==> src/rtl/ipsxe_fft_frame_gen_pkg.sv <==
// Shared definitions for the FFT test-frame generator: width derivation,
// FSM encoding and configuration-beat bit positions.
package ipsxe_fft_frame_gen_pkg;

  localparam int FWD_INV_BIT = 0;

  typedef enum logic [1:0] {
    ST_IDLE = 2'd0,
    ST_CFG  = 2'd1,
    ST_DATA = 2'd2,
    ST_GAP  = 2'd3
  } state_t;

  function automatic int clog2(input int value);
    int res;
    res = 0;
    for (int i = 0; i < 31; i++) begin
      if ((32'sd1 <<< i) < value) begin
        res = i + 1;
      end
    end
    return res;
  endfunction

  function automatic int datain_byte_num(input int input_width);
    return (input_width + 7) / 8;
  endfunction

  function automatic int datain_width(input int input_width);
    return 8 * datain_byte_num(input_width);
  endfunction

endpackage

==> src/rtl/ipsxe_fft_frame_gen_src_rom.sv <==
// Registered sample ROM: word = {imag, real}; real = sample index, imag is
// the index for forward frames and its negation for inverse frames.
module ipsxe_fft_src_rom
  import ipsxe_fft_frame_gen_pkg::*;
#(
  parameter int ADDR_W       = 5,
  parameter int INPUT_WIDTH  = 16,
  parameter int DATAIN_WIDTH = 16
) (
  input  logic                      i_clk,
  input  logic                      i_clken,
  input  logic                      i_rstn,
  input  logic [ADDR_W-1:0]         i_addr,
  output logic [2*DATAIN_WIDTH-1:0] o_rdata
);

  function automatic logic [2*DATAIN_WIDTH-1:0] rom_word(input logic [ADDR_W-1:0] addr);
    logic [INPUT_WIDTH-1:0] re;
    logic [INPUT_WIDTH-1:0] im;
    re = INPUT_WIDTH'(addr[ADDR_W-2:0]);
    im = addr[ADDR_W-1] ? re : (~re + INPUT_WIDTH'(1));
    return {DATAIN_WIDTH'($signed(im)), DATAIN_WIDTH'($signed(re))};
  endfunction

  // Read port; address is presented one cycle ahead of use.
  always_ff @(posedge i_clk or negedge i_rstn) begin
    if (!i_rstn) begin
      o_rdata <= '0;
    end else if (i_clken) begin
      o_rdata <= rom_word(i_addr);
    end
  end

endmodule

==> src/rtl/ipsxe_fft_frame_gen.sv <==
// FFT test-frame generator: one config beat (FFT/IFFT alternating) followed by
// one frame of samples, repeated TEST_FRAME_NUM times per start pulse.
module ipsxe_fft_frame_gen
  import ipsxe_fft_frame_gen_pkg::*;
#(
  parameter int TEST_FRAME_NUM    = 10,
  parameter int LOG2_FFT_LEN      = 4,
  parameter int INPUT_WIDTH       = 16,
  parameter int FRAME_GAP         = 0,
  parameter int FRAME_GEN_DATA_EN = 0,
  localparam int DATAIN_WIDTH     = datain_width(INPUT_WIDTH)
) (
  input  logic                      i_aclk,
  input  logic                      i_aresetn,
  input  logic                      i_aclken,
  input  logic                      i_start_test,
  output logic                      o_gen_finished,
  output logic                      o_axi4s_cfg_tvalid,
  output logic [7:0]                o_axi4s_cfg_tdata,
  input  logic                      i_axi4s_cfg_tready,
  output logic                      o_axi4s_data_tvalid,
  output logic [2*DATAIN_WIDTH-1:0] o_axi4s_data_tdata,
  output logic                      o_axi4s_data_tlast,
  input  logic                      i_axi4s_data_tready
);

  localparam int FRM_W = clog2(TEST_FRAME_NUM);
  localparam int GAP_W = (FRAME_GAP > 1) ? clog2(FRAME_GAP) : 1;
  localparam logic [LOG2_FFT_LEN-1:0] SMP_LAST = {LOG2_FFT_LEN{1'b1}};
  localparam logic [FRM_W-1:0]        FRM_LAST = FRM_W'(TEST_FRAME_NUM - 1);
  localparam logic [GAP_W-1:0]        GAP_LAST = GAP_W'(FRAME_GAP - 1);

  state_t                    state_r, state_s;
  logic [FRM_W-1:0]          frm_cnt_r, frm_cnt_s;
  logic [LOG2_FFT_LEN-1:0]   smp_cnt_r, smp_cnt_s;
  logic [GAP_W-1:0]          gap_cnt_r, gap_cnt_s;
  logic                      finished_r, finished_s;
  logic                      cfg_tvalid_r, cfg_tvalid_s;
  logic [7:0]                cfg_tdata_r, cfg_tdata_s;
  logic                      data_tvalid_r, data_tvalid_s;
  logic                      data_tlast_r, data_tlast_s;
  logic [2*DATAIN_WIDTH-1:0] data_tdata_r;
  logic [2*DATAIN_WIDTH-1:0] cnt_tdata_s;
  logic [INPUT_WIDTH-1:0]    re_s, im_s;
  logic                      cfg_acc_s, data_acc_s, data_load_s;

  assign cfg_acc_s   = cfg_tvalid_r & i_axi4s_cfg_tready;
  assign data_acc_s  = data_tvalid_r & i_axi4s_data_tready;
  // Sample register refills whenever the output slot is empty or being drained.
  assign data_load_s = i_aclken & (~data_tvalid_r | i_axi4s_data_tready);

  assign re_s        = INPUT_WIDTH'(smp_cnt_s);
  assign im_s        = INPUT_WIDTH'(frm_cnt_s);
  assign cnt_tdata_s = {DATAIN_WIDTH'($signed(im_s)), DATAIN_WIDTH'($signed(re_s))};

  // Next-state and next-output logic.
  always_comb begin
    state_s       = state_r;
    frm_cnt_s     = frm_cnt_r;
    smp_cnt_s     = smp_cnt_r;
    gap_cnt_s     = gap_cnt_r;
    finished_s    = finished_r;
    cfg_tvalid_s  = cfg_tvalid_r;
    cfg_tdata_s   = cfg_tdata_r;
    data_tvalid_s = data_tvalid_r;
    data_tlast_s  = data_tlast_r;
    case (state_r)
      ST_IDLE: begin
        if (i_start_test) begin
          state_s      = ST_CFG;
          frm_cnt_s    = '0;
          smp_cnt_s    = '0;
          finished_s   = 1'b0;
          cfg_tvalid_s = 1'b1;
        end else begin
          state_s = ST_IDLE;
        end
      end
      ST_CFG: begin
        if (cfg_acc_s) begin
          state_s       = ST_DATA;
          cfg_tvalid_s  = 1'b0;
          data_tvalid_s = 1'b1;
          data_tlast_s  = (smp_cnt_r == SMP_LAST);
        end else begin
          state_s = ST_CFG;
        end
      end
      ST_DATA: begin
        if (data_acc_s && data_tlast_r) begin
          smp_cnt_s     = '0;
          data_tvalid_s = 1'b0;
          data_tlast_s  = 1'b0;
          if (frm_cnt_r == FRM_LAST) begin
            state_s    = ST_IDLE;
            finished_s = 1'b1;
          end else begin
            frm_cnt_s = frm_cnt_r + FRM_W'(1);
            if (FRAME_GAP > 0) begin
              state_s   = ST_GAP;
              gap_cnt_s = '0;
            end else begin
              state_s      = ST_CFG;
              cfg_tvalid_s = 1'b1;
            end
          end
        end else if (data_acc_s) begin
          smp_cnt_s    = smp_cnt_r + LOG2_FFT_LEN'(1);
          data_tlast_s = (smp_cnt_s == SMP_LAST);
        end else begin
          state_s = ST_DATA;
        end
      end
      ST_GAP: begin
        if (gap_cnt_r == GAP_LAST) begin
          state_s      = ST_CFG;
          gap_cnt_s    = '0;
          cfg_tvalid_s = 1'b1;
        end else begin
          gap_cnt_s = gap_cnt_r + GAP_W'(1);
        end
      end
      default: begin
        state_s       = ST_IDLE;
        finished_s    = 1'b1;
        cfg_tvalid_s  = 1'b0;
        data_tvalid_s = 1'b0;
        data_tlast_s  = 1'b0;
      end
    endcase
    // Config payload is latched only as the beat is raised so it stays stable.
    if (cfg_tvalid_s && !cfg_tvalid_r) begin
      cfg_tdata_s              = 8'h00;
      cfg_tdata_s[FWD_INV_BIT] = ~frm_cnt_s[0];
    end else begin
      cfg_tdata_s = cfg_tdata_r;
    end
  end

  // State and output registers, frozen while the clock enable is low.
  always_ff @(posedge i_aclk or negedge i_aresetn) begin
    if (!i_aresetn) begin
      state_r       <= ST_IDLE;
      frm_cnt_r     <= '0;
      smp_cnt_r     <= '0;
      gap_cnt_r     <= '0;
      finished_r    <= 1'b1;
      cfg_tvalid_r  <= 1'b0;
      cfg_tdata_r   <= 8'h00;
      data_tvalid_r <= 1'b0;
      data_tlast_r  <= 1'b0;
    end else if (i_aclken) begin
      state_r       <= state_s;
      frm_cnt_r     <= frm_cnt_s;
      smp_cnt_r     <= smp_cnt_s;
      gap_cnt_r     <= gap_cnt_s;
      finished_r    <= finished_s;
      cfg_tvalid_r  <= cfg_tvalid_s;
      cfg_tdata_r   <= cfg_tdata_s;
      data_tvalid_r <= data_tvalid_s;
      data_tlast_r  <= data_tlast_s;
    end
  end

  if (FRAME_GEN_DATA_EN == 1) begin : g_rom
    logic [LOG2_FFT_LEN:0] rom_addr_s;
    assign rom_addr_s = {~frm_cnt_s[0], smp_cnt_s};
    ipsxe_fft_src_rom #(
      .ADDR_W       (LOG2_FFT_LEN + 1),
      .INPUT_WIDTH  (INPUT_WIDTH),
      .DATAIN_WIDTH (DATAIN_WIDTH)
    ) u_src_rom (
      .i_clk   (i_aclk),
      .i_clken (data_load_s),
      .i_rstn  (i_aresetn),
      .i_addr  (rom_addr_s),
      .o_rdata (data_tdata_r)
    );
  end else begin : g_cnt
    // Counter pattern register: {frame index, sample index}.
    always_ff @(posedge i_aclk or negedge i_aresetn) begin
      if (!i_aresetn) begin
        data_tdata_r <= '0;
      end else if (data_load_s) begin
        data_tdata_r <= cnt_tdata_s;
      end
    end
  end

  assign o_gen_finished      = finished_r;
  assign o_axi4s_cfg_tvalid  = cfg_tvalid_r;
  assign o_axi4s_cfg_tdata   = cfg_tdata_r;
  assign o_axi4s_data_tvalid = data_tvalid_r;
  assign o_axi4s_data_tdata  = data_tdata_r;
  assign o_axi4s_data_tlast  = data_tlast_r;

endmodule

==> config.mk <==
export PLATFORM = sky130hd
export DESIGN_NAME = ipsxe_fft_frame_gen
export DESIGN_NICKNAME = d
export VERILOG_FILES = /design/src/rtl/ipsxe_fft_frame_gen_pkg.sv /design/src/rtl/ipsxe_fft_frame_gen_src_rom.sv /design/src/rtl/ipsxe_fft_frame_gen.sv
export SDC_FILE = /design/constraint.sdc
export NUM_CORES = 1
export LEC_CHECK = 0
export ABC_CLOCK_PERIOD_IN_PS = 2100
export CELL_PAD_IN_SITES_DETAIL_PLACEMENT = 0
export CELL_PAD_IN_SITES_GLOBAL_PLACEMENT = 1
export CORE_MARGIN = 2
export CORE_UTILIZATION = 35
export DETAILED_ROUTE_END_ITERATION = 6
export GPL_TIMING_DRIVEN = 0
export PLACE_DENSITY = 0.85
export SLEW_MARGIN = 0
export SYNTH_ARGS = -nofsm -noshare
export SYNTH_HDL_FRONTEND = slang
export SYNTH_SLANG_ARGS = --single-unit
==> constraint.sdc <==
create_clock -name i_aclk -period 2.1 [get_ports i_aclk]
set_clock_uncertainty 0.2 [all_clocks]
set_input_delay 0.21 -clock i_aclk [delete_from_list [all_inputs] [get_ports i_aclk]]
set_output_delay 0.21 -clock i_aclk [all_outputs]
set_load 0.02 [all_outputs]
==> key figures <==
Yosys
  – Top cell type's share of synthesized area: 34.2%
  – Asr flop ratio synth: 100%
  – Register area share after synthesis: 35.8%
  – Flops & latches, synth: 24
  – Post-synthesis cell area: 1680 um2
  – Post-synth EDFFs: 0
  – Average cell area after synthesis: 9.15 um2
  – Synth Instances: 184
  – Netlist cell types: 50
  – Area contributors post-synth: dfrtp_1 34%, buf_4 14%, ha_1 6.7%
  – Post-synth top flop: dfrtp_1
  – Total number of yosys warnings: 0
  – Area leader, netlist: dfrtp_1

Worst setup path
  – Max incr delay on CP: 0.40 ns
  – CP Data Required Time: 2.06 ns
  – CP top delay family: compound AO/OA/AOI/OAI gates
  – CP endpoint kind: register
  – Critical path class: reg -> reg
  – Worst path bufs/invs: 1
  – Crit Reg-Reg Startpoint: state_r[0]$_DFFE_PN0P_
  – Max Fanout on Critical Path: 6
  – Worst path slowest cell: dfrtp_1
  – Crit-path cells: inv_1, ha_1, mux2i_4, a21o_1, or2_1, a22o_1
  – Worst r2r dst: smp_cnt_r[3]$_DFFE_PN0P_
  – Worst reg2reg path depth: 6
  – Critical Path AT: 1.95 ns
  – Flop2flop setup slack: 0.11 ns
  – CP Launch Type: register

Hold path
  – Hold Path Class: reg -> reg
  – Min-delay src: o_axi4s_data_tdata[1]$_DFFE_PN0P_
  – Hold Crit Depth: 2
  – Hold endpoint: o_axi4s_data_tdata[1]$_DFFE_PN0P_

STA
  – Unrepaired setup endpoints after global routing: false
  – Setup WS post-layout: 0.114 ns
  – Final Cycle Share: 94.6%
  – Slew HR: 25.4%
  – Fmax: 503 MHz
  – Fin Setup TNS: 0 ns
  – Final min period: 1.99 ns
  – Endpoints failing setup: 0
  – Worst Tran Pin Value: 1.12 ns
  – Hold Fails Final Rpt: 0
  – Slew Viols, Final: 0

Route
  – Routed vias: 1368
  – WL final: 3.43 mm
  – ANT nets after route: 0
  – Avg WL per Cell: 11.7 um
  – Drt pass-1 iters: 4
  – Detailed Route Iter0 Violations: 55
  – # DRC: 0
  – Vias per cell: 4.67

Finish
  – Nets: 255
  – Area Overhead vs Synth: 27.4%
  – Area of the multi-input gates: 931 um2
  – Layout filler cell count: 456
  – Ant diodes: 0
  – Register Area: 602 um2
  – Layout cells sized above 1: 21.8%

Clock tree
  – CTS clk-pin slew, worst paths: 0.09 ns
  – CTS tree: built
  – Worst-Skew Late Latency: 0.27 ns
  – Num CTS Buffers: 3
  – Clock Path Buffers: 2
  – Hold-fix buffers, CTS: 0
  – TritonCTS Sinks: 24
  – CTS H-tree depth: 1
  – Root Buffer: clkbuf_8

Floorplan
  – Core box area: 4690 um2
  – Die area: 5380 um2
  – Die X: 73.3 um
  – I/O pin cnt: 50
  – Starting density of the core: 35.9%
  – Chip Height: 73.3 um
  – Site Rows: 25

GRT
  – Antenna violations before repair: 0
  – GRT overflow: 0
  – Vias in the first global route: 1228
  – First-pass GRT wire length: 5.62 mm
  – Gr usage total: 13.2%
  – Largest net degree at the start of global routing: 25

Placed design
  – GP Congestion: 0.808
  – DP HPWL: 2.48 mm
  – Place WS: -0.0421 ns
  – Buffers on Ports: 18

Pwr
  – Maximum vdd drop: 0.729 mV
  – Power Dens Cells: 872 nW/um2
  – Pleak: 1.03 nW

Run
  – Max Cap Viol: 0

Status
  – Outcome: finished, final reports clean
[synthesized netlist by cell type, types with 3 or more instances]
library cell	instances
nand2b_1	4
buf_4	32
nand3_1	7
a31oi_1	4
o21ai_1	6
a21o_1	3
ha_1	9
a21oi_1	7
inv_1	7
o21ai_0	8
a22o_1	4
nand2_1	15
nor2_1	11
dfrtp_1	23
[report_power, final]
part           internal, mW  switching (mW)
registers             0.565           0.111
clock network         0.167           0.148
logic                 0.413           0.464
[stage by stage]
step	utilization (%)	hold slack, ns	cell area (um2)	total power, mW	instances
finish	45.7	0.290	2140	1.87	293
floorplan	-	-0.286	1800	1.23	214
CTS	44.8	0.297	2100	1.83	290
detailed placement	43.5	0.279	2040	1.49	286
global route	45.7	0.327	2140	2.01	293
global placement	43.5	0.266	2040	1.49	286
[layout by cell type, fill, tap and decap left out, types with 3 or more instances in the layout]
cell type / Yosys / layout
buf_4: 32 / 35
conb_1: 1 / 31
dfrtp_1: 23 / 23
clkdlybuf4s50_1: 0 / 18
nand2_1: 15 / 15
nor2_1: 11 / 11
ha_1: 9 / 9
o21ai_0: 8 / 8
inv_1: 7 / 7
a21oi_1: 7 / 7
nand3_1: 7 / 7
o21ai_1: 6 / 6
a22o_1: 4 / 4
nand2b_1: 4 / 4
a31oi_1: 4 / 4
clkbuf_8: 0 / 4
a21o_1: 3 / 3
[worst register-to-register path, stage by stage, from the launching register on]
cell and delay, ns:
dfrtp_1 0.40, inv_1 0.09, ha_1 0.24, mux2i_4 0.23, a21o_1 0.21, or2_1 0.26
a22o_1 0.24
[sequential cells by signal, summed over array words and instances, names as in the netlist]
| name | cells |
|---|---|
| o_axi4s_data_tvalid | 1 |
| o_axi4s_cfg_tvalid | 1 |
| frm_cnt_r | 4 |
| o_axi4s_data_tlast | 1 |
| o_gen_finished | 1 |
| gap_cnt_r | 1 |
| smp_cnt_r | 4 |
| state_r | 2 |
| o_axi4s_cfg_tdata | 1 |
| o_axi4s_data_tdata | 8 |
[cells by family (layout without fill, tap and decap cells)]
group / after synthesis / after routing / synth area share [%]
flops: 24 / 24 / 35.8
mux: 5 / 5 / 3.20
other cells: 1 / 31 / 0.223
buf+inv: 42 / 67 / 16.7
xor+xnor: 2 / 2 / 1.04
simple gates: 52 / 52 / 15.8
compound gates: 49 / 49 / 20.7
fa+ha+maj: 9 / 9 / 6.69
[how the worst max path moves through the flow]
stage	slack [ns]	endpoint	from	cells after the start
2_1_floorplan	0.27	o_axi4s_cfg_tdata[0]$_DFFE_PN0P_	state_r[1]$_DFFE_PN0P_	6
3_3_place_gp	-0.04	o_gen_finished$_DFFE_PN1P_	state_r[0]$_DFFE_PN0P_	6
3_5_place_dp	-0.04	o_axi4s_data_tdata[3]$_DFFE_PN0P_	i_aclken	5
6_report	0.11	smp_cnt_r[3]$_DFFE_PN0P_	state_r[0]$_DFFE_PN0P_	6
5_1_grt	0.004	smp_cnt_r[3]$_DFFE_PN0P_	state_r[0]$_DFFE_PN0P_	6
4_1_cts	0.06	o_axi4s_data_tlast$_DFFE_PN0P_	state_r[1]$_DFFE_PN0P_	6
[cell type report]
type / count / area share, %
multi-input combinational: 148 / 43.4
clock buffer: 4 / 2.57
buffer: 35 / 12.1
timing repair buffer: 21 / 9.46
inverter: 7 / 1.23
tap: 54 / 3.15
sequential: 24 / 28.1
[timing repair]
| item | 4_1_cts | 5_1_grt |
|---|---|---|
| buffers inserted | 0 | 3 |
| resized for setup | 1 | 4 |
| endpoints found under the setup margin | 1 | 8 |
[layer usage]
metal / global-route usage (%) / share of wire [%]
met5: 0 / 0
met1: 18.4 / 49
met3: 3.02 / 5.5
met4: 2.22 / 0.50
met2: 21.4 / 45
No activity file was read; power rests on OpenSTA's default activity.
